`config.mk`:
```
export PLATFORM = sky130hd
export DESIGN_NAME = branch_ctrl
export DESIGN_NICKNAME = d
export VERILOG_FILES = /design/src/rtl/branch_ctrl.sv
export SDC_FILE = /design/constraint.sdc
export NUM_CORES = 1
export LEC_CHECK = 0
export ABC_AREA = 1
export BUFFER_PORTS_ARGS = -buffer_cell sky130_fd_sc_hd__buf_4
export CAP_MARGIN = 20
export CORE_MARGIN = 4
export CORE_UTILIZATION = 44
export DETAILED_ROUTE_END_ITERATION = 8
export PLACE_DENSITY_LB_ADDON = 0.25
export SKIP_CTS_REPAIR_TIMING = 1
export SLEW_MARGIN = 30
export SYNTH_ARGS = -nofsm -noshare
export SYNTH_HDL_FRONTEND = slang
export SYNTH_SLANG_ARGS = --single-unit
```
`constraint.sdc`:
```
create_clock -name clk -period 3.2 [get_ports clk]
set_clock_uncertainty 0.1 [all_clocks]
set_input_delay 0.64 -clock clk [delete_from_list [all_inputs] [get_ports clk]]
set_output_delay 0.64 -clock clk [all_outputs]
set_load 0.02 [all_outputs]
```
`src/rtl/branch_ctrl.sv`:
```
// branch_ctrl: ID-stage branch sequencer. Holds the pipeline until the
// branch operands are forwarded, resolves the branch from the comparator
// flags, and delivers a taken-branch redirect to fetch with a
// hold-until-accepted handshake. Not-taken branch-likely instructions annul
// their delay slot. Also keeps a saturating count of taken branches.
module branch_ctrl #(
  parameter int PCW  = 32,
  parameter int CNTW = 16
) (
  input  logic            clk,
  input  logic            rst,
  input  logic            BrValid,
  input  logic [2:0]      BrOp,
  input  logic            BrLikely,
  input  logic [PCW-1:0]  BrPC,
  input  logic [15:0]     BrImm,
  input  logic            RS_Rdy,
  input  logic            RT_Rdy,
  input  logic            CMPOut1,
  input  logic [1:0]      CMPOut2,
  input  logic            IF_Ready,
  output logic            Stall,
  output logic            Redirect,
  output logic [PCW-1:0]  Target,
  output logic            Annul,
  output logic [CNTW-1:0] TakenCnt
);

  typedef enum logic [1:0] {S_IDLE, S_WAIT, S_REDIR} state_t;

  state_t          r_state;
  logic            r_redirect;
  logic [PCW-1:0]  r_target;
  logic            r_annul;
  logic [CNTW-1:0] r_cnt;

  logic            w_op_valid;
  logic            w_need_rt;
  logic            w_taken;
  logic            w_ready;
  logic [PCW-1:0]  w_off;
  logic [PCW-1:0]  w_target;

  // Decode the branch op: which operands it needs and whether it is taken.
  always_comb begin
    w_op_valid = 1'b1;
    w_need_rt  = 1'b0;
    w_taken    = 1'b0;
    case (BrOp)
      3'b001: begin w_need_rt = 1'b1; w_taken = ~CMPOut1;          end // BEQ
      3'b010: begin w_need_rt = 1'b1; w_taken = CMPOut1;           end // BNE
      3'b011: w_taken = (CMPOut2 != 2'b01);                            // BLEZ
      3'b100: w_taken = (CMPOut2 == 2'b01);                            // BGTZ
      3'b101: w_taken = (CMPOut2 == 2'b10);                            // BLTZ
      3'b110: w_taken = (CMPOut2 != 2'b10);                            // BGEZ
      default: w_op_valid = 1'b0;                                      // none / reserved
    endcase
  end

  assign w_ready  = RS_Rdy & (~w_need_rt | RT_Rdy);
  // Word offset, sign-extended to the PC width; wraps modulo 2^PCW.
  assign w_off    = {{(PCW-16){BrImm[15]}}, BrImm} << 2;
  assign w_target = BrPC + PCW'(4) + w_off;

  // Stall is combinational so an unready branch freezes IF/ID in the same
  // cycle; during a redirect any new branch waits until we are back in IDLE.
  always_comb begin
    Stall = 1'b0;
    case (r_state)
      S_IDLE:  Stall = BrValid & w_op_valid & ~w_ready;
      S_WAIT:  Stall = BrValid & w_op_valid & ~w_ready;
      S_REDIR: Stall = BrValid;
      default: Stall = 1'b0;
    endcase
  end

  // Sequencing FSM with registered Redirect/Target/Annul and the taken counter.
  always_ff @(posedge clk) begin
    if (rst) begin
      r_state    <= S_IDLE;
      r_redirect <= 1'b0;
      r_target   <= '0;
      r_annul    <= 1'b0;
      r_cnt      <= '0;
    end else begin
      r_annul <= 1'b0;
      case (r_state)
        S_IDLE, S_WAIT: begin
          // BrValid low in WAIT means ID was flushed: abandon, even if the
          // operands happen to become ready in that same cycle.
          if (BrValid && w_op_valid) begin
            if (w_ready) begin
              if (w_taken) begin
                r_target   <= w_target;
                r_redirect <= 1'b1;
                r_state    <= S_REDIR;
                if (r_cnt != {CNTW{1'b1}}) r_cnt <= r_cnt + CNTW'(1);
              end else begin
                r_annul <= BrLikely;
                r_state <= S_IDLE;
              end
            end else begin
              r_state <= S_WAIT;
            end
          end else begin
            r_state <= S_IDLE;
          end
        end
        S_REDIR: begin
          if (IF_Ready) begin
            r_redirect <= 1'b0;
            r_state    <= S_IDLE;
          end
        end
        default: r_state <= S_IDLE;
      endcase
    end
  end

  assign Redirect = r_redirect;
  assign Target   = r_target;
  assign Annul    = r_annul;
  assign TakenCnt = r_cnt;

endmodule
```
# [After elaboration in Yosys (flattened, before gate mapping)]
# Cells that the tools add are included.
[op_classes] n_addsub=3 n_bitwise=9 n_eq_ne=17 reduce_logical=10 muxes=14
[ops] op="adder 32 x 3 -> 32 bit (second input constant)" count=1
[ops] op="adder 32 bit" count=1
[ops] op="adder 16 x 1 -> 16 bit (second input constant)" count=1
[ops] op="inequality test 16 bit (second input constant)" count=1
[ops] op="AND reduction 5 bit" count=2
[ops] op="== test 3 bit (second input constant)" count=3
[ops] op="two-way mux 2 bit" count=4
[ops] op="inequality test 2 x 1 -> 1 bit (second input constant)" count=4
[ops] op="== test 3 x 2 -> 1 bit (second input constant)" count=2
[ops] op="two-way mux 1 bit" count=6
[ops] op="one-hot mux 1 bit (6 select lines)" count=1
[ops] op="OR reduction 6 bit" count=1
[ops] op="inverter 1 bit" count=5
[ops] op="OR reduction 5 bit" count=1
[ops] op="== test 2 x 1 -> 1 bit (second input constant)" count=2
[ops] op="== test 2 bit (second input constant)" count=2
[ops] op="inequality test 2 bit (second input constant)" count=2
[ops] op="one-hot mux 1 bit (2 select lines)" count=2
[ops] op="one-hot mux 2 bit (2 select lines)" count=1
[ops] op="AND reduction 4 bit" count=1
[ops] op="OR reduction 2 bit" count=2
[ops] op="bitwise AND 1 bit" count=3
[ops] op="== test 3 x 1 -> 1 bit (second input constant)" count=1
[ops] op="logical NOT 2 bit" count=1
[ops] op="other kinds (3)" count=3
[word_totals] register_bits=52 input_bits=61 out_inout_bits=51

# [Logic depth before layout (Yosys ltp)]
# Gate-level depths: netlist (run 1).
[logic_depth] ltp_word=9 depth_mapped=15 depth_no_buf=15

# [Worst setup path after synthesis (run 1)]
# No wires, ideal clock.
[synth_path] path_kind="input port to flip-flop" start="input port BrPC[3]" end="register r_target[27], in the netlist Target[27]" cell_stages=13 path_buffers=0 required_time_ns=2.991 arrival_time_ns=2.310 slack_ns=0.681 cell_sequence="ha_1 > ha_1 > fa_1 > nand3_1 > nand3_1 > nand2_1 > nand3_1 > nand2_1 > nand3_1 > nand2_1 > nand3_1 > nand2_1 > inv_1"
[synth_between] elab_chain_len=2
[synth_rtl] item="from (decl)" line="15" text="input logic [PCW-1:0] BrPC,"
[synth_rtl] item="adder 32 x 3 -> 32 bit" line="63" text="assign w_target = BrPC + PCW'(4) + w_off;"
[synth_rtl] item="adder 32 bit" line="63"
[synth_rtl] item="to (signal assigned)" line="94" text="r_target <= w_target;"
[synth_rtl] item="to (decl)" line="33" text="logic [PCW-1:0] r_target;"
# No other way between the ends.
# A chain may end at the register's enable or synchronous reset.

# [Worst setup path in the final report (run 1)]
[layout_path] start="input port BrPC[3]" end="register r_target[31], in the netlist Target[31]"
# The elaborated chain is that of the path after synthesis.

==> out/metrics.yaml, run 1 <==
layout_commonest_cell: "nand2_1"
yosysWarnings: 0
maxCapViolations: 0
maxSlewHeadroom_pct: 69.5
path_clk_slew_ps: 90
rows: 38
max_stage_delay_ps: 440
syn_to_final_growth_pct: 21.1
p_per_area_nw_per_um2: 308
m1WireLength_microns: 5800
antenna_found_initial: 0
synth_top_cells_by_area: "dfxtp_1 (22%), nand2_1 (20%), ha_1 (15%)"
leakage_nw: 3.32
ff2ff_path_depth: 7
cts_root_buf: "clkbuf_8"
final_cell_count_no_fill: 1051
holdPathStages: 2
seq_area_sq_um: 1040
fin_nets: 1030
layout_common_cells: "nand2_1 (253), inv_1 (136), buf_4 (111), nor2_1 (96), nand3_1 (83)"
path_common_cell: "nand3_1"
crit_fanout: 4
required_ps: 3300
synthCells: 806
num_vias: 5015
dpl.hpwl_microns: 9870
final_area_sq_um: 5860
clk_path_buf_depth: 2
clk_latency_ps: 300
die_h_microns: 113
hold_path.class: "reg -> reg"
met3_length_microns: 627
place_congestion: 0.897
top_layer: "met4"
wl_met2_microns: 5390
vias_per_cell: 4.77
crit_path_start_kind: "input pin"
finalPower_w: 0.00180
synthFlopType: "dfxtp_1"
start_util_pct: 44.9
cts_max_level: 2
n_fill_cell: 1162
worstPathArrival_ps: 2640
overflow: 0
cts_made_buffers: 5
drt_iter0_markers: 253
hold_viol: 0
cp_slowest_cell: "fa_1"
yosys.area.top_type: "dfxtp_1"
fp.dieArea_sq_um: 12700
synthArstFlopShare_pct: 0
numPortBuffers: 111
grt_use_total_pct: 18.8
rsz0062_at_grt: "no"
status: "complete, no violations"
clock-sinks: 52
cts_tree: "built"
diodes: 0
grt_max_degree: 58
synth_cell_types: 30
placed_area_sq_um: 5770
fin_crit_ps: 2540
yosys_register_bits: 52
seq_area_frac_synth_pct: 21.5
drt_pass1_iterations: 4
final_antenna_net_count: 0
synth_edf_count: 0
finalCritPeriodShare_pct: 79.3
synth_area_per_cell_sq_um: 6.01
wl_per_cell_microns: 11.4
ir_drop_uv: 212
synth_top_cell_area_share_pct: 21.5
die_w_microns: 113
drive_above_1_share_pct: 13.9
synth_nets: 926
num_io_pins: 112
multiInputGateArea_sq_um: 3190
worst_slew_pin_slew_ps: 457
coreArea_sq_um: 10800
crit_type: "in -> reg"
first_global_vias: 4499
netlist_area_sq_um: 4840
tns_ps: 0
end_kind: "flop"
setup_violations: 0
dpl.cell_count: 1043
grt_pass1_wl_microns: 20200
max_freq_mhz: 394
slew_violations: 0
drc: 0
routed_wl_microns: 12000
worstPathCellList: "buf_4 > ha_1 > ha_1 > fa_1 > nand3_1 > nand3_1 > nand3_1 > nand3_1 > nand2_1 > nand2_1 > nand2_1 > nand3_1 > nand2_1 > inv_1"
==> report_power, final <==
part,switching (W),internal [W]
logic,0.000447,0.000288
registers,0.0000123,0.000670
clock network,0.000209,0.000177
total,0.000668,0.00114
==> Yosys cell counts (2+ instances only) <==
master    number
nand2_1      253
inv_1        136
nor2_1        96
nand3_1       83
ha_1          58
dfxtp_1       52
a21oi_1       42
o21ai_0       20
xnor2_1       18
xor2_1         8
nand4_1        7
clkbuf_1       5
buf_6          4
buf_2          3
a21o_1         2
inv_2          2
nand2_2        2
o211ai_1       2
o21ai_1        2
==> area by class of cell <==
class | count | area share [%]
Multi-Input combinational cell | 601 | 54.3
Sequential cell | 52 | 17.8
Timing Repair Buffer | 112 | 14.6
Inverter | 138 | 8.83
Tap cell | 140 | 2.99
Clock buffer | 8 | 1.54
==> per-stage QoR <==
| stage | setup slack (ps) | hold WS (ps) | utilization [%] |
|---|---|---|---|
| 2_1_floorplan | 681 | 374 | - |
| 3_3_place_gp | 353 | 367 | 53.5 |
| 3_5_place_dp | 334 | 373 | 53.5 |
| 4_1_cts | 649 | 393 | 54.3 |
| 5_1_grt | 366 | 411 | 54.3 |
| 6_report | 661 | 393 | 54.3 |
==> cell families (layout without fill, tap and decap cells) <==
logic type,Yosys count,count (layout),synth area share [%]
adder cells (fa/ha/maj),59,59,15.4
AND/OR/NAND/NOR,448,448,38.5
flip-flops,52,52,21.5
buffers and inverters,153,258,12.7
AO/OA/AOI/OAI,68,68,7.24
XOR/XNOR,26,26,4.70
==> per-layer routing <==
| layer | vias to the layer above | track usage [%] |
|---|---|---|
| li1 | 2723 | - |
| met1 | 2171 | 25.7 |
| met2 | 107 | 31.2 |
| met3 | 14 | 2.30 |
| met4 | 0 | 4.97 |
| met5 | - | 0 |
==> final timing paths <==
path                from           to  slack (ps)
max              BrPC[3]   Target[31]         660
min            Target[3]    Target[3]         390
max reg2reg  TakenCnt[0]  TakenCnt[6]         970
min reg2reg    Target[3]    Target[3]         390
==> critical path, delay by kind of cell <==
family / cells / cell delay, ps
fa+ha+maj: 3 / 980
buf+inv: 2 / 140
simple gates: 9 / 890
==> state kept, by name (all words and copies together), names as in the netlist <==
name / cells
r_state: 2
Redirect: 1
Target: 32
TakenCnt: 16
Annul: 1
Power figures use the tool's default switching activity.
==> run 2, diff against run 1 <==
clock period = 2.3 ns   (was 3.2 ns; I/O delays follow)
==> run 2 against run 1 <==
  * Total power grew 45%
  * Sequential cell count is the same
  * Via count grew 1.1%
  * Core utilization grew 3.6 points
  * Global-route usage grew 0.23 points
  * Register-to-register slack lost 560 ps
  * Die area is the same
  * Combinational power grew 56%
  * Worst hold slack lost 82 ps
  * Clock power grew 35%
==> out/metrics.yaml, run 2 (synthesis gave the netlist of run 1 again) <==
r2r_start: "TakenCnt[0]"
holdPathStages: 3  # +1
clk_path_buf_depth: 2  # unchanged
setup_violations: 0  # unchanged
tns_ps: 0  # unchanged
hold_viol: 0  # unchanged
syn_to_final_growth_pct: 29.1
diodes: 0  # unchanged
place_congestion: 0.861  # -4.1%
drt_pass1_iterations: 5  # +1
largest_reg_flops: 32  # unchanged
first_global_vias: 4624  # +2.8%
min_to: "Annul"
final_antenna_net_count: 0  # unchanged
worstPathArrival_ps: 2250  # -390 ps
clock-sinks: 52  # unchanged
finalPower_w: 0.00262  # +45%
clk_latency_ps: 290  # about the same
die_h_microns: 113  # unchanged
start_util_pct: 44.9  # unchanged
drt_iter0_markers: 245  # -3.2%
ff2ff_setup_slack_ps: 410  # -560 ps
end_kind: "flop"
worst_slew_pin_slew_ps: 444  # -12.8 ps
status: "complete, no violations"
p_per_area_nw_per_um2: 420  # +36%
overflow: 0  # unchanged
grt_pass1_wl_microns: 20700  # +2.2%
postLayoutCoreUtil_pct: 57.9  # +3.6 points
cts_root_buf: "clkbuf_8"
drc: 0  # unchanged
worstHoldStart: "BrLikely"
grt_use_met1_pct: 25.5  # -0.14 points
layout_commonest_cell: "nand2_1"
antenna_found_initial: 0  # unchanged
maxSlewHeadroom_pct: 70.4  # +0.85 points
final_cell_count_no_fill: 1096  # +4.3%
dpl.hpwl_microns: 10000  # +1.8%
r2r-end: "TakenCnt[14]"
num_vias: 5072  # +1.1%
grt_use_total_pct: 19.0  # +0.23 points
die_w_microns: 113  # unchanged
rsz0062_at_grt: "no"
fin_nets: 1075  # +4.4%
leakage_nw: 3.56  # +7.4%
fin_crit_ps: 2150
wl_per_cell_microns: 11.0  # -3.4%
ir_drop_uv: 254  # +20%
finalCritPeriodShare_pct: 93.6
gr-usage-met3_pct: 2.14  # -0.16 points
rows: 38  # unchanged
n_fill_cell: 1140  # -1.9%
crit_path_start_kind: "input pin"
max_freq_mhz: 464
routed_wl_microns: 12100  # +0.69%
hold_path.class: "in -> reg"
maxCapViolations: 0  # unchanged
coreArea_sq_um: 10800  # unchanged
slew_violations: 0  # unchanged
grt_max_degree: 35  # -40%
cts_max_level: 2  # unchanged
vias_per_cell: 4.63  # -3.0%
num_io_pins: 112  # unchanged
globalRoute.busiestLayer: "met2"
dpl.cell_count: 1088  # +4.3%
path_clk_slew_ps: 90  # about the same
crit_fanout: 4  # unchanged
layout_common_cells: "nand2_1 (252), buf_4 (155), inv_1 (136), nor2_1 (95), nand3_1 (79)"
numPortBuffers: 111  # unchanged
fp.dieArea_sq_um: 12700  # unchanged
crit_type: "in -> reg"
cts_tree: "built"
cts_made_buffers: 5  # unchanged
drive_above_1_share_pct: 18.9  # +5.0 points
required_ps: 2400  # -900 ps
ff2ff_path_depth: 8  # +1
use_met2_pct: 32.3  # +1.1 points
==> run 2: cell types whose count changed in the layout (fill, tap and decap cells not counted), sizes merged <==
cell  before  now
buf      112  157
==> run 2: metrics by stage <==
| step | cell area (sq um) | worst slack [ps] | hold slack (ps) |
|---|---|---|---|
| finish | 6250 | 147 | 311 |
| global placement | 6130 | -181 | 367 |
| global route | 6250 | 2.68 | 327 |
| detailed placement | 6130 | -227 | 370 |
| CTS | 6220 | 90.9 | 299 |
| floorplan | 4840 | 21.5 | 374 |
==> run 2: final cells by class <==
class                      count  area [sq um]  area share, %
clock buffer                   8          90.1           1.44
inverter                     138           518           8.29
multi-input combinational    601          3220           51.5
sequential                    52          1040           16.7
tap                          140           175           2.80
timing repair buffer         157          1200           19.3
==> run 2: worst max-delay path by stage <==
stage                         start          to  depth (start not counted)
after floorplan             BrPC[3]  Target[27]                         13
after global placement      BrPC[3]  Target[31]                         14
after detailed placement    BrPC[3]  Target[31]                         14
after CTS                   BrPC[3]  Target[31]                         14
after global routing      BrImm[15]  Target[26]                         12
final                       BrPC[3]  Target[27]                         14
==> run 2: critical path, stage by stage <==
cell     delay [ps]
buf_4           110
ha_1            280
ha_1            240
fa_2            350
nand3_1         100
nand3_2         100
nand2_1          70
nand3_1         130
nand2_1         120
nand3_1          80
nand2_1          60
nand3_1          60
nand2_1          60
inv_1            30
==> run 2: power breakdown <==
| group | switching (W) | internal, W |
|---|---|---|
| logic | 0.000642 | 0.000511 |
| registers | 0.0000172 | 0.000932 |
| clock network | 0.000276 | 0.000246 |
==> run 2: per-layer routing <==
layer / wire length (microns) / vias to the layer above
met3: 546 / 14
met2: 5580 / 103
li1: - / 2809
met5: 0 / -
met4: 225 / 0
met1: 5730 / 2146
==> run 3, diff against run 2 <==
clock period = 1.9 ns   (was 2.3 ns; I/O delays follow)
==> run 3 against run 2 <==
  * Register-to-register slack got worse by 250 ps
  * Clock power rose by 29%
  * Sequential cell count did not move
  * Sequential share of layout area fell by 2.9 points
  * Worst hold slack got worse by 79 ps
  * Non-clock buffer count rose by 28
  * First-iteration DRC count rose by 40%
  * Combinational power rose by 74%
  * Die area did not move
  * Final area rose by 21%
  * Core utilization rose by 12 points
  * Critical path depth fell by 1
  * Largest cell class unchanged
==> out/metrics.yaml, run 3 (synthesis gave the netlist of run 1 again) <==
status: "complete, no violations"
crit_start: "BrPC[14]"
routed_wl_microns: 14300  # +18%
clk_latency_ps: 310  # +20 ps
worstPathBufferInverterCount: 3  # +1
hold_path.class: "in -> reg"
drive_above_1_share_pct: 35.8  # +17 points
path_clk_slew_ps: 100  # about the same
layout_common_cells: "nand2_1 (209), buf_4 (179), inv_1 (133), nor2_1 (78), nand3_1 (65)"
largest_reg_flops: 32  # unchanged
syn_to_final_growth_pct: 56.5
worst_slew_pin_slew_ps: 456  # +11.7 ps
cp_top_family: "simple AND/OR/NAND/NOR gates"
wl_per_cell_microns: 12.7  # +15%
p_per_area_nw_per_um2: 505  # +20%
cts_root_buf: "clkbuf_8"
required_ps: 2020  # -380 ps
final_cell_count_no_fill: 1124  # +2.6%
cts_tree: "built"
num_io_pins: 112  # unchanged
coreArea_sq_um: 10800  # unchanged
crit_path_start_kind: "input pin"
drt_iter0_markers: 343  # +40%
ir_drop_uv: 340  # +34%
ff2ff_setup_slack_ps: 160  # -250 ps
crit_type: "in -> reg"
seq_area_sq_um: 1040  # +0.24%
fin_crit_ps: 1890
cts_max_level: 2  # unchanged
clk_path_buf_depth: 2  # unchanged
slew_violations: 0  # unchanged
cts_made_buffers: 5  # unchanged
crit_fanout: 4  # unchanged
clock-sinks: 52  # unchanged
multiInputGateArea_sq_um: 4280  # +33%
end_kind: "flop"
worstHoldStart: "BrLikely"
rsz0062_at_grt: "yes"
r2r_start: "TakenCnt[4]"
num_vias: 5585  # +10%
fin_nets: 1103  # +2.6%
hold_viol: 0  # unchanged
final_antenna_net_count: 0  # unchanged
die_h_microns: 113  # unchanged
fp.dieArea_sq_um: 12700  # unchanged
diodes: 0  # unchanged
max_freq_mhz: 528
vias_per_cell: 4.97  # +7.4%
drc: 0  # unchanged
dpl.cell_count: 1109  # +1.9%
layout_commonest_cell: "nand2_1"
leakage_nw: 3.82  # +7.4%
finalCritPeriodShare_pct: 99.7
setup_violations: 0  # unchanged
worstPathArrival_ps: 2020  # -230 ps
maxSlewHeadroom_pct: 69.6  # -0.78 points
first_global_vias: 4789  # +3.6%
cp_slowest_cell: "ha_1"
start_util_pct: 44.9  # unchanged
max_stage_delay_ps: 330  # -20 ps
place_congestion: 0.929  # +7.9%
worstPathCellList: "buf_4 > ha_1 > ha_4 > nand2_4 > nor2_4 > buf_4 > nand2_1 > nor2_1 > nand2_2 > nand4_1 > nand3_1 > nand2_1 > inv_1"
maxCapViolations: 0  # unchanged
postLayoutCoreUtil_pct: 70.2  # +12 points
drt_pass1_iterations: 5  # unchanged
die_w_microns: 113  # unchanged
grt_pass1_wl_microns: 21400  # +3.7%
n_fill_cell: 883  # -23%
rows: 38  # unchanged
overflow: 0  # unchanged
dpl.hpwl_microns: 10500  # +4.6%
numPortBuffers: 111  # unchanged
grt_use_total_pct: 19.7  # +0.76 points
antenna_found_initial: 0  # unchanged
grt_max_degree: 38  # +8.6%
[run 3: changes by cell type in the layout (fill, tap and decap cells not counted), moves of 14 or more]
cell,before,now
nand2_2,3,37
nand3_1,79,65
nand2_1,252,209
buf_4,155,179
nor2_1,95,78
ha_1,57,7
ha_4,0,51
[run 3: worst paths after layout]
| path | endpoint | depth (start not counted) |
|---|---|---|
| max | Target[27] | 13 |
| min | Annul | 3 |
| max reg2reg | TakenCnt[14] | 7 |
| min reg2reg | Redirect | 2 |
[run 3: power breakdown]
part           switching [W]  internal [W]  total, W
Combinational        0.00104      0.000959   0.00200
Clock               0.000376      0.000296  0.000671
Sequential         0.0000206       0.00113   0.00115
Total                0.00144       0.00238   0.00382
[run 3: stage by stage]
step / setup WS, ps / power [W] / cell area [sq um] / hold WS, ps / TNS, ps
2_1_floorplan: -115 / 0.00219 / 5190 / 374 / -599
3_3_place_gp: -447 / 0.00277 / 6630 / 366 / -7750
3_5_place_dp: -430 / 0.00278 / 6630 / 372 / -8150
4_1_cts: -99.4 / 0.00346 / 6730 / 216 / -603
5_1_grt: -79.1 / 0.00408 / 7580 / 212 / -644
6_report: 5.42 / 0.00382 / 7580 / 231 / 0
[run 3: worst min-delay path, cell delays in order]
cell,delay [ps]
buf_4,110
nand3_1,70
nor2_1,30
[run 3: final cells by class]
class | instances | share of cell area (%)
multi-input combinational | 601 | 56.5
timing repair buffer | 185 | 19.3
sequential | 52 | 13.8
inverter | 138 | 6.84
tap | 140 | 2.31
clock buffer | 6 | 1.09
clock inverter | 2 | 0.198
[run 3: layer usage]
layer,vias to the layer above,global-route usage [%],share of wire [%]
met1,2570,27.4,44
met5,-,0,0
met2,128,33.3,50
met4,0,4.41,1.4
met3,19,1.76,4.9
li1,2868,-,-
